**config.mk**
```make
export PLATFORM = sky130hd
export DESIGN_NAME = reg_select_encode
export DESIGN_NICKNAME = d
export VERILOG_FILES = /design/src/rtl/reg_select_pkg.sv /design/src/rtl/decode_onehot.sv /design/src/rtl/reg_select_encode.sv
export SDC_FILE = /design/constraint.sdc
export NUM_CORES = 1
export LEC_CHECK = 0
export CELL_PAD_IN_SITES_DETAIL_PLACEMENT = 0
export CELL_PAD_IN_SITES_GLOBAL_PLACEMENT = 2
export CORE_MARGIN = 3
export CORE_UTILIZATION = 22
export CTS_BUF_LIST = sky130_fd_sc_hd__clkbuf_4
export DETAILED_ROUTE_END_ITERATION = 12
export PLACE_DENSITY = 0.91
export SLEW_MARGIN = 20
export SYNTH_ARGS = -nofsm -noshare
export SYNTH_HDL_FRONTEND = slang
export SYNTH_SLANG_ARGS = --single-unit
```
**constraint.sdc**
```tcl
create_clock -name clock -period 5.38 [get_ports clock]
set_clock_uncertainty 0.15 [all_clocks]
set_input_delay 0.538 -clock clock [delete_from_list [all_inputs] [get_ports clock]]
set_output_delay 0.538 -clock clock [all_outputs]
set_load 0.01 [all_outputs]
```
**src/rtl/reg_select_pkg.sv**
```systemverilog
// Shared types and field-layout helpers for the register-select / encode unit.
// Field offsets are computed from the instance widths so every parameter set decodes consistently.
package reg_select_pkg;

    typedef enum logic [2:0] {
        ST_IDLE  = 3'd0,
        ST_SEL_A = 3'd1,
        ST_SEL_B = 3'd2,
        ST_SEL_C = 3'd3,
        ST_DONE  = 3'd4
    } seq_state_t;

    localparam logic [1:0] FIELD_A = 2'd0;
    localparam logic [1:0] FIELD_B = 2'd1;
    localparam logic [1:0] FIELD_C = 2'd2;

    localparam int DEF_DATA_W   = 32;
    localparam int DEF_OPCODE_W = 5;
    localparam int DEF_SEL_W    = 4;

    // ra, rb and rc sit back to back directly below the opcode.
    function automatic int field_lsb(input int data_w, input int opcode_w,
                                     input int sel_w, input logic [1:0] field);
        return data_w - opcode_w - (int'(field) + 1) * sel_w;
    endfunction

    localparam int RA_LSB = field_lsb(DEF_DATA_W, DEF_OPCODE_W, DEF_SEL_W, FIELD_A);
    localparam int RB_LSB = field_lsb(DEF_DATA_W, DEF_OPCODE_W, DEF_SEL_W, FIELD_B);
    localparam int RC_LSB = field_lsb(DEF_DATA_W, DEF_OPCODE_W, DEF_SEL_W, FIELD_C);

endpackage

```
**src/rtl/decode_onehot.sv**
```systemverilog
// Binary register index to one-hot strobe vector, gated by an enable.
module decode_onehot #(
    parameter int SEL_W    = 4,
    parameter int NUM_REGS = 16
) (
    input  logic [SEL_W-1:0]    i_sel,
    input  logic                i_en,
    output logic [NUM_REGS-1:0] o_onehot
);

    always_comb begin
        o_onehot = '0;
        for (int i = 0; i < NUM_REGS; i++) begin
            o_onehot[i] = i_en && (i_sel == SEL_W'(i));
        end
    end

endmodule

```
**src/rtl/reg_select_encode.sv**
```systemverilog
// Instruction register, ra/rb/rc field decode to one-hot register strobes, constant
// sign extension and a small operand sequencer that walks the selected fields one per handshake.
module reg_select_encode
    import reg_select_pkg::*;
#(
    parameter int DATA_W   = 32,
    parameter int NUM_REGS = 16,
    parameter int OPCODE_W = 5,
    parameter int CONST_W  = 19
) (
    input  logic                clock,
    input  logic                clear,
    input  logic [DATA_W-1:0]   ir_bus,
    input  logic                ir_in,
    input  logic                gra,
    input  logic                grb,
    input  logic                grc,
    input  logic                r_in,
    input  logic                r_out,
    input  logic                ba_out,
    input  logic                seq_start,
    input  logic [2:0]          seq_mask,
    input  logic                seq_ready,
    output logic [NUM_REGS-1:0] r_enable,
    output logic [NUM_REGS-1:0] r_out_sel,
    output logic                zero_out,
    output logic [DATA_W-1:0]   c_sign,
    output logic                seq_valid,
    output logic [1:0]          seq_field,
    output logic                seq_done,
    output logic                busy,
    output logic [2:0]          o_dbg_state
);

    localparam int SEL_W = $clog2(NUM_REGS);
    localparam int A_LSB = field_lsb(DATA_W, OPCODE_W, SEL_W, FIELD_A);
    localparam int B_LSB = field_lsb(DATA_W, OPCODE_W, SEL_W, FIELD_B);
    localparam int C_LSB = field_lsb(DATA_W, OPCODE_W, SEL_W, FIELD_C);

    // Sequencer handshake: an operand transfers on a rising edge where seq_valid and
    // seq_ready are both high; while seq_ready is low every sequencer output holds.
    logic [DATA_W-1:0] r_ir;
    seq_state_t        r_state;
    seq_state_t        w_next;
    logic [2:0]        r_mask;
    logic              r_ba;

    logic [SEL_W-1:0]    w_ra, w_rb, w_rc;
    logic [SEL_W-1:0]    w_dir_sel, w_seq_sel;
    logic                w_gr_any;
    logic                w_start_ok;
    logic [NUM_REGS-1:0] w_dir_onehot, w_seq_onehot;
    logic                w_dir_zero, w_seq_zero;

    assign w_ra = r_ir[A_LSB +: SEL_W];
    assign w_rb = r_ir[B_LSB +: SEL_W];
    assign w_rc = r_ir[C_LSB +: SEL_W];

    assign c_sign = {{(DATA_W-CONST_W){r_ir[CONST_W-1]}}, r_ir[CONST_W-1:0]};
    assign o_dbg_state = r_state;

    assign w_start_ok = (r_state == ST_IDLE) && seq_start && (seq_mask != 3'b000);

    // State register, IR and captured sequence controls.
    always_ff @(posedge clock) begin
        if (!clear) begin
            r_state <= ST_IDLE;
            r_ir    <= '0;
            r_mask  <= '0;
            r_ba    <= 1'b0;
        end else begin
            r_state <= w_next;
            if (ir_in && (r_state == ST_IDLE)) begin
                r_ir <= ir_bus;
            end
            if (w_start_ok) begin
                r_mask <= seq_mask;
                r_ba   <= ba_out;
            end
        end
    end

    // Next-state logic: always advance to the next set field above the current one.
    always_comb begin
        w_next = r_state;
        case (r_state)
            ST_IDLE: begin
                if (w_start_ok) begin
                    if (seq_mask[0])      w_next = ST_SEL_A;
                    else if (seq_mask[1]) w_next = ST_SEL_B;
                    else                  w_next = ST_SEL_C;
                end
            end
            ST_SEL_A: begin
                if (seq_ready) begin
                    if (r_mask[1])      w_next = ST_SEL_B;
                    else if (r_mask[2]) w_next = ST_SEL_C;
                    else                w_next = ST_DONE;
                end
            end
            ST_SEL_B: begin
                if (seq_ready) w_next = r_mask[2] ? ST_SEL_C : ST_DONE;
            end
            ST_SEL_C: begin
                if (seq_ready) w_next = ST_DONE;
            end
            ST_DONE: w_next = ST_IDLE;
            default: w_next = ST_IDLE;
        endcase
    end

    // Moore outputs of the sequencer.
    always_comb begin
        busy      = (r_state != ST_IDLE);
        seq_valid = 1'b0;
        seq_field = FIELD_A;
        seq_done  = 1'b0;
        w_seq_sel = '0;
        case (r_state)
            ST_SEL_A: begin
                seq_valid = 1'b1;
                seq_field = FIELD_A;
                w_seq_sel = w_ra;
            end
            ST_SEL_B: begin
                seq_valid = 1'b1;
                seq_field = FIELD_B;
                w_seq_sel = w_rb;
            end
            ST_SEL_C: begin
                seq_valid = 1'b1;
                seq_field = FIELD_C;
                w_seq_sel = w_rc;
            end
            ST_DONE: seq_done = 1'b1;
            default: ;
        endcase
    end

    // Direct path: strict a > b > c priority, never a merge of fields.
    assign w_gr_any  = gra | grb | grc;
    assign w_dir_sel = gra ? w_ra : (grb ? w_rb : w_rc);

    decode_onehot #(.SEL_W(SEL_W), .NUM_REGS(NUM_REGS)) u_dec_direct (
        .i_sel    (w_dir_sel),
        .i_en     (w_gr_any),
        .o_onehot (w_dir_onehot)
    );

    decode_onehot #(.SEL_W(SEL_W), .NUM_REGS(NUM_REGS)) u_dec_seq (
        .i_sel    (w_seq_sel),
        .i_en     (seq_valid),
        .o_onehot (w_seq_onehot)
    );

    // R0 under ba_out reads as zero: no register drives the bus.
    assign w_dir_zero = w_gr_any && ba_out && (w_dir_sel == '0);
    assign w_seq_zero = seq_valid && r_ba && (w_seq_sel == '0);

    always_comb begin
        r_enable  = '0;
        r_out_sel = '0;
        zero_out  = 1'b0;
        if (busy) begin
            zero_out = w_seq_zero;
            if (!w_seq_zero) r_out_sel = w_seq_onehot;
        end else begin
            zero_out = w_dir_zero;
            if (r_in) r_enable = w_dir_onehot;
            if ((r_out || ba_out) && !w_dir_zero) r_out_sel = w_dir_onehot;
        end
    end

endmodule

```
==> summary.md <==
## Critical path
• end of the worst register-to-register path: r_ir[4]
• cell family with most CP delay: buffers and inverters
• register-to-register path setup slack: 2.98 ns
• largest driver fanout on the critical path: 12
• slowest stage cell on the critical path: sky130_fd_sc_hd__clkdlybuf4s50_1
• cell mode on critical path: sky130_fd_sc_hd__clkdlybuf4s50_1
• cells traversed along the worst timing path: clkdlybuf4s50_1 > mux2_2 > mux2i_1 > nand3_1 > o32ai_1 > clkdlybuf4s50_1
• WP data required: 4.69 ns
• crit path launch type: primary input
• slowest stage delay, CP: 0.67 ns
• startpoint of the lowest-slack register-to-register path: o_dbg_state[0]
• number of buffer and inverter stages on the critical path: 2
• endpoint class of the critical path: primary output
• data arrival time of the worst path: 3.44 ns
• WS Path Type: in2out
• cells on worst reg2reg path: 4

## Clock tree
• cts hold-fix bufs: 0
• latest clock arrival within the worst-skew pair: 0.32 ns
• number of buffers added for setup after CTS: 0
• TritonCTS clock tree: done
• clock-pin transition on the worst setup and hold timing paths: 0.10 ns
• library cell used as clock root buffer: sky130_fd_sc_hd__clkbuf_4
• Max H-tree Level: 2
• number of clock sinks: 33
• maximum count of clock buffers along a single path: 2
• number of buffers created by CTS: 5
• Resized cells post-CTS: 0

## Power and ir drop
• static power due to leakage: 1.09 nW
• P per Cell Area: 309 mW/mm²
• Max rail drop VDD: 0.000151 V
• total power: 988 µW

## Placed design
• Detailed Place HPWL: 5.24 mm
• Placed Cells: 487
• final weighted congestion in routability-driven placement: 0.838
• area post-placement: 0.00312 mm²
• number of buffers inserted by port buffering: 113
• post-placement worst setup slack: 1.23 ns

## Global route
• Total GRT Usage: 12.3%
• via count of the first global-routing pass: 2218
• Remaining Overflow, GRT: 0
• wire length of the first global-routing pass: 11.2 mm
• maximum number of pins on one net before global-route repair: 33
• antenna violations before repair: 0

## Worst hold path
• Hold/Removal Path Class: reg2reg
• hold path endpoint: r_ir[3]
• startpoint of the lowest-slack hold path: r_ir[3]
• Hold Path Depth: 2

## Floorplan
• Top Ports: 119
• chip width: 105 µm
• starting density of the core: 23.0%
• FP Rows: 35
• total die area: 0.0111 mm²
• Die Ht: 105 µm
• Core Box Area: 0.00942 mm²

## Finish
• count of filler cells inserted in the layout: 998
• nets@finish: 411
• Layout Area Growth over Synthesis: 47.7%
• most common cell after layout, fill and taps aside: sky130_fd_sc_hd__clkdlybuf4s50_1
• cell area after layout: 0.00320 mm²
• antenna diode instance count: 0
• Core Util, Final: 34.0%
• layout cell share with drive strength beyond 1: 4.64%
• most frequent cells in the layout: 113 x sky130_fd_sc_hd__clkdlybuf4s50_1, 61 x sky130_fd_sc_hd__nand2_1, 35 x sky130_fd_sc_hd__a21oi_1, 33 x sky130_fd_sc_hd__dfxtp_1, 30 x sky130_fd_sc_hd__nor2_1
• filler-free cell count of the finished design: 495

## Run status
• outcome: completed

## Synth
• library cell occupying the most area in the post-synthesis netlist: sky130_fd_sc_hd__dfxtp_1
• number of warning messages in the yosys log: 0
• Synth cell types: 40
• Syn Inst Count: 296
• sequential element share of the synthesized area: 30.5%
• post-synthesis sequential element count: 33
• commonest register cell after synthesis: sky130_fd_sc_hd__dfxtp_1
• total standard cell area after synthesis: 0.00217 mm²
• number of flops mapped to enable cells by yosys: 0
• Synth area leaders: sky130_fd_sc_hd__dfxtp_1 30%, sky130_fd_sc_hd__buf_4 11%, sky130_fd_sc_hd__nand2_1 11%
• Post-synth ARST share: 0%
• area share of the leading cell type in the synthesized netlist: 30.5%
• number of nets in the synthesized netlist: 342
• per-instance average area after synthesis: 7.33 µm²

## Route
• average routed wire per standard cell: 14.0 µm
• Post-DRT Antenna Nets: 0
• Post-Route WL: 6.93 mm
• First-pass DRT Iterations: 4
• vias per cell: 4.56
• total DRC errors in the routed layout: 0
• total number of vias: 2258
• violation count after the first detailed-routing iteration: 76

## Timing
• worst slack on hold paths: 0.308 ns
• final critical path time including I/O delays and setup: 4.13 ns
• Peak Freq: 0.242 GHz
• Worst Max-Slew Pin Slew: 0.990 ns
• setup repair after global routing missed its margin: no
• worst slew margin relative to its limit: 34.0%
• setup ws final: 1.25 ns
• final setup violating endpoints: 0
• period utilisation layout: 76.8%
• Final Hold Vio Count: 0
• post-route setup TNS: 0 ns
• number of max-slew violations in the final report: 0

## Flow run
• max-capacitance violation count: 0

[report_power, final]
part / total (mW) / switching [mW] / internal [mW] / leakage, nW
sequential: 0.339 / 0.0567 / 0.282 / 0.271
clock: 0.187 / 0.0848 / 0.102 / 0.0433
combinational: 0.463 / 0.233 / 0.230 / 0.775
total: 0.988 / 0.374 / 0.614 / 1.09
[worst register-to-register path: stages, from the launching register on]
cell and delay, ns:
sky130_fd_sc_hd__dfxtp_1 0.55, sky130_fd_sc_hd__nor3_4 0.48, sky130_fd_sc_hd__and2_1 0.85, sky130_fd_sc_hd__nand2_1 0.14
sky130_fd_sc_hd__a21oi_1 0.15
[layout make-up]
| class | instances | area [µm²] | share of cell area, % |
|---|---|---|---|
| multi-input combinational | 207 | 1150 | 36.0 |
| timing repair buffer | 113 | 1130 | 35.3 |
| sequential | 33 | 661 | 20.6 |
| tap | 129 | 161 | 5.04 |
| clock buffer | 6 | 45.0 | 1.41 |
| clock inverter | 2 | 33.8 | 1.06 |
| inverter | 5 | 18.8 | 0.586 |
[cell usage after synthesis (all sizes together) (3+ instances only)]
| library cell | count |
|---|---|
| a22oi | 4 |
| o22ai | 12 |
| a21oi | 35 |
| buf | 41 |
| mux2 | 5 |
| or3 | 3 |
| o32ai | 7 |
| nand4 | 4 |
| mux2i | 6 |
| o21ai | 3 |
| nor2 | 30 |
| clkbuf | 10 |
| inv | 5 |
| nor2b | 3 |
| nand2b | 5 |
| nand2 | 61 |
| dfxtp | 33 |
| nand3b | 4 |
[how the worst max path moves through the flow]
stage,startpoint,end,cells past startpoint
3_5_place_dp,grb,r_out_sel[0],6
6_report,grb,r_out_sel[0],6
2_1_floorplan,grb,r_out_sel[14],5
4_1_cts,grb,r_out_sel[0],6
3_3_place_gp,grb,r_out_sel[0],6
5_1_grt,grb,r_out_sel[0],6
[routing by layer]
layer | share of wire (%) | global-route usage [%] | vias to the layer above
met3 | 6.8 | 3.67 | 8
met4 | 1.5 | 4.12 | 0
met1 | 44 | 15.2 | 1041
li1 | - | - | 1135
met2 | 47 | 20.4 | 74
met5 | 0 | 0 | -
[flip-flops by register name, indices dropped and copies added (netlist names)]
register and count:
r_ir 27, o_dbg_state 3, r_mask 2, r_ba 1
[kinds of logic (layout without fill, tap and decap cells)]
kind of cell | Yosys count | in the layout | synth area share (%)
flops | 33 | 33 | 30.5
buf+inv | 56 | 126 | 16.4
simple gates | 124 | 124 | 26.7
compound gates | 72 | 72 | 21.1
mux | 11 | 11 | 5.37
No activity file was read; power rests on OpenSTA's default activity.
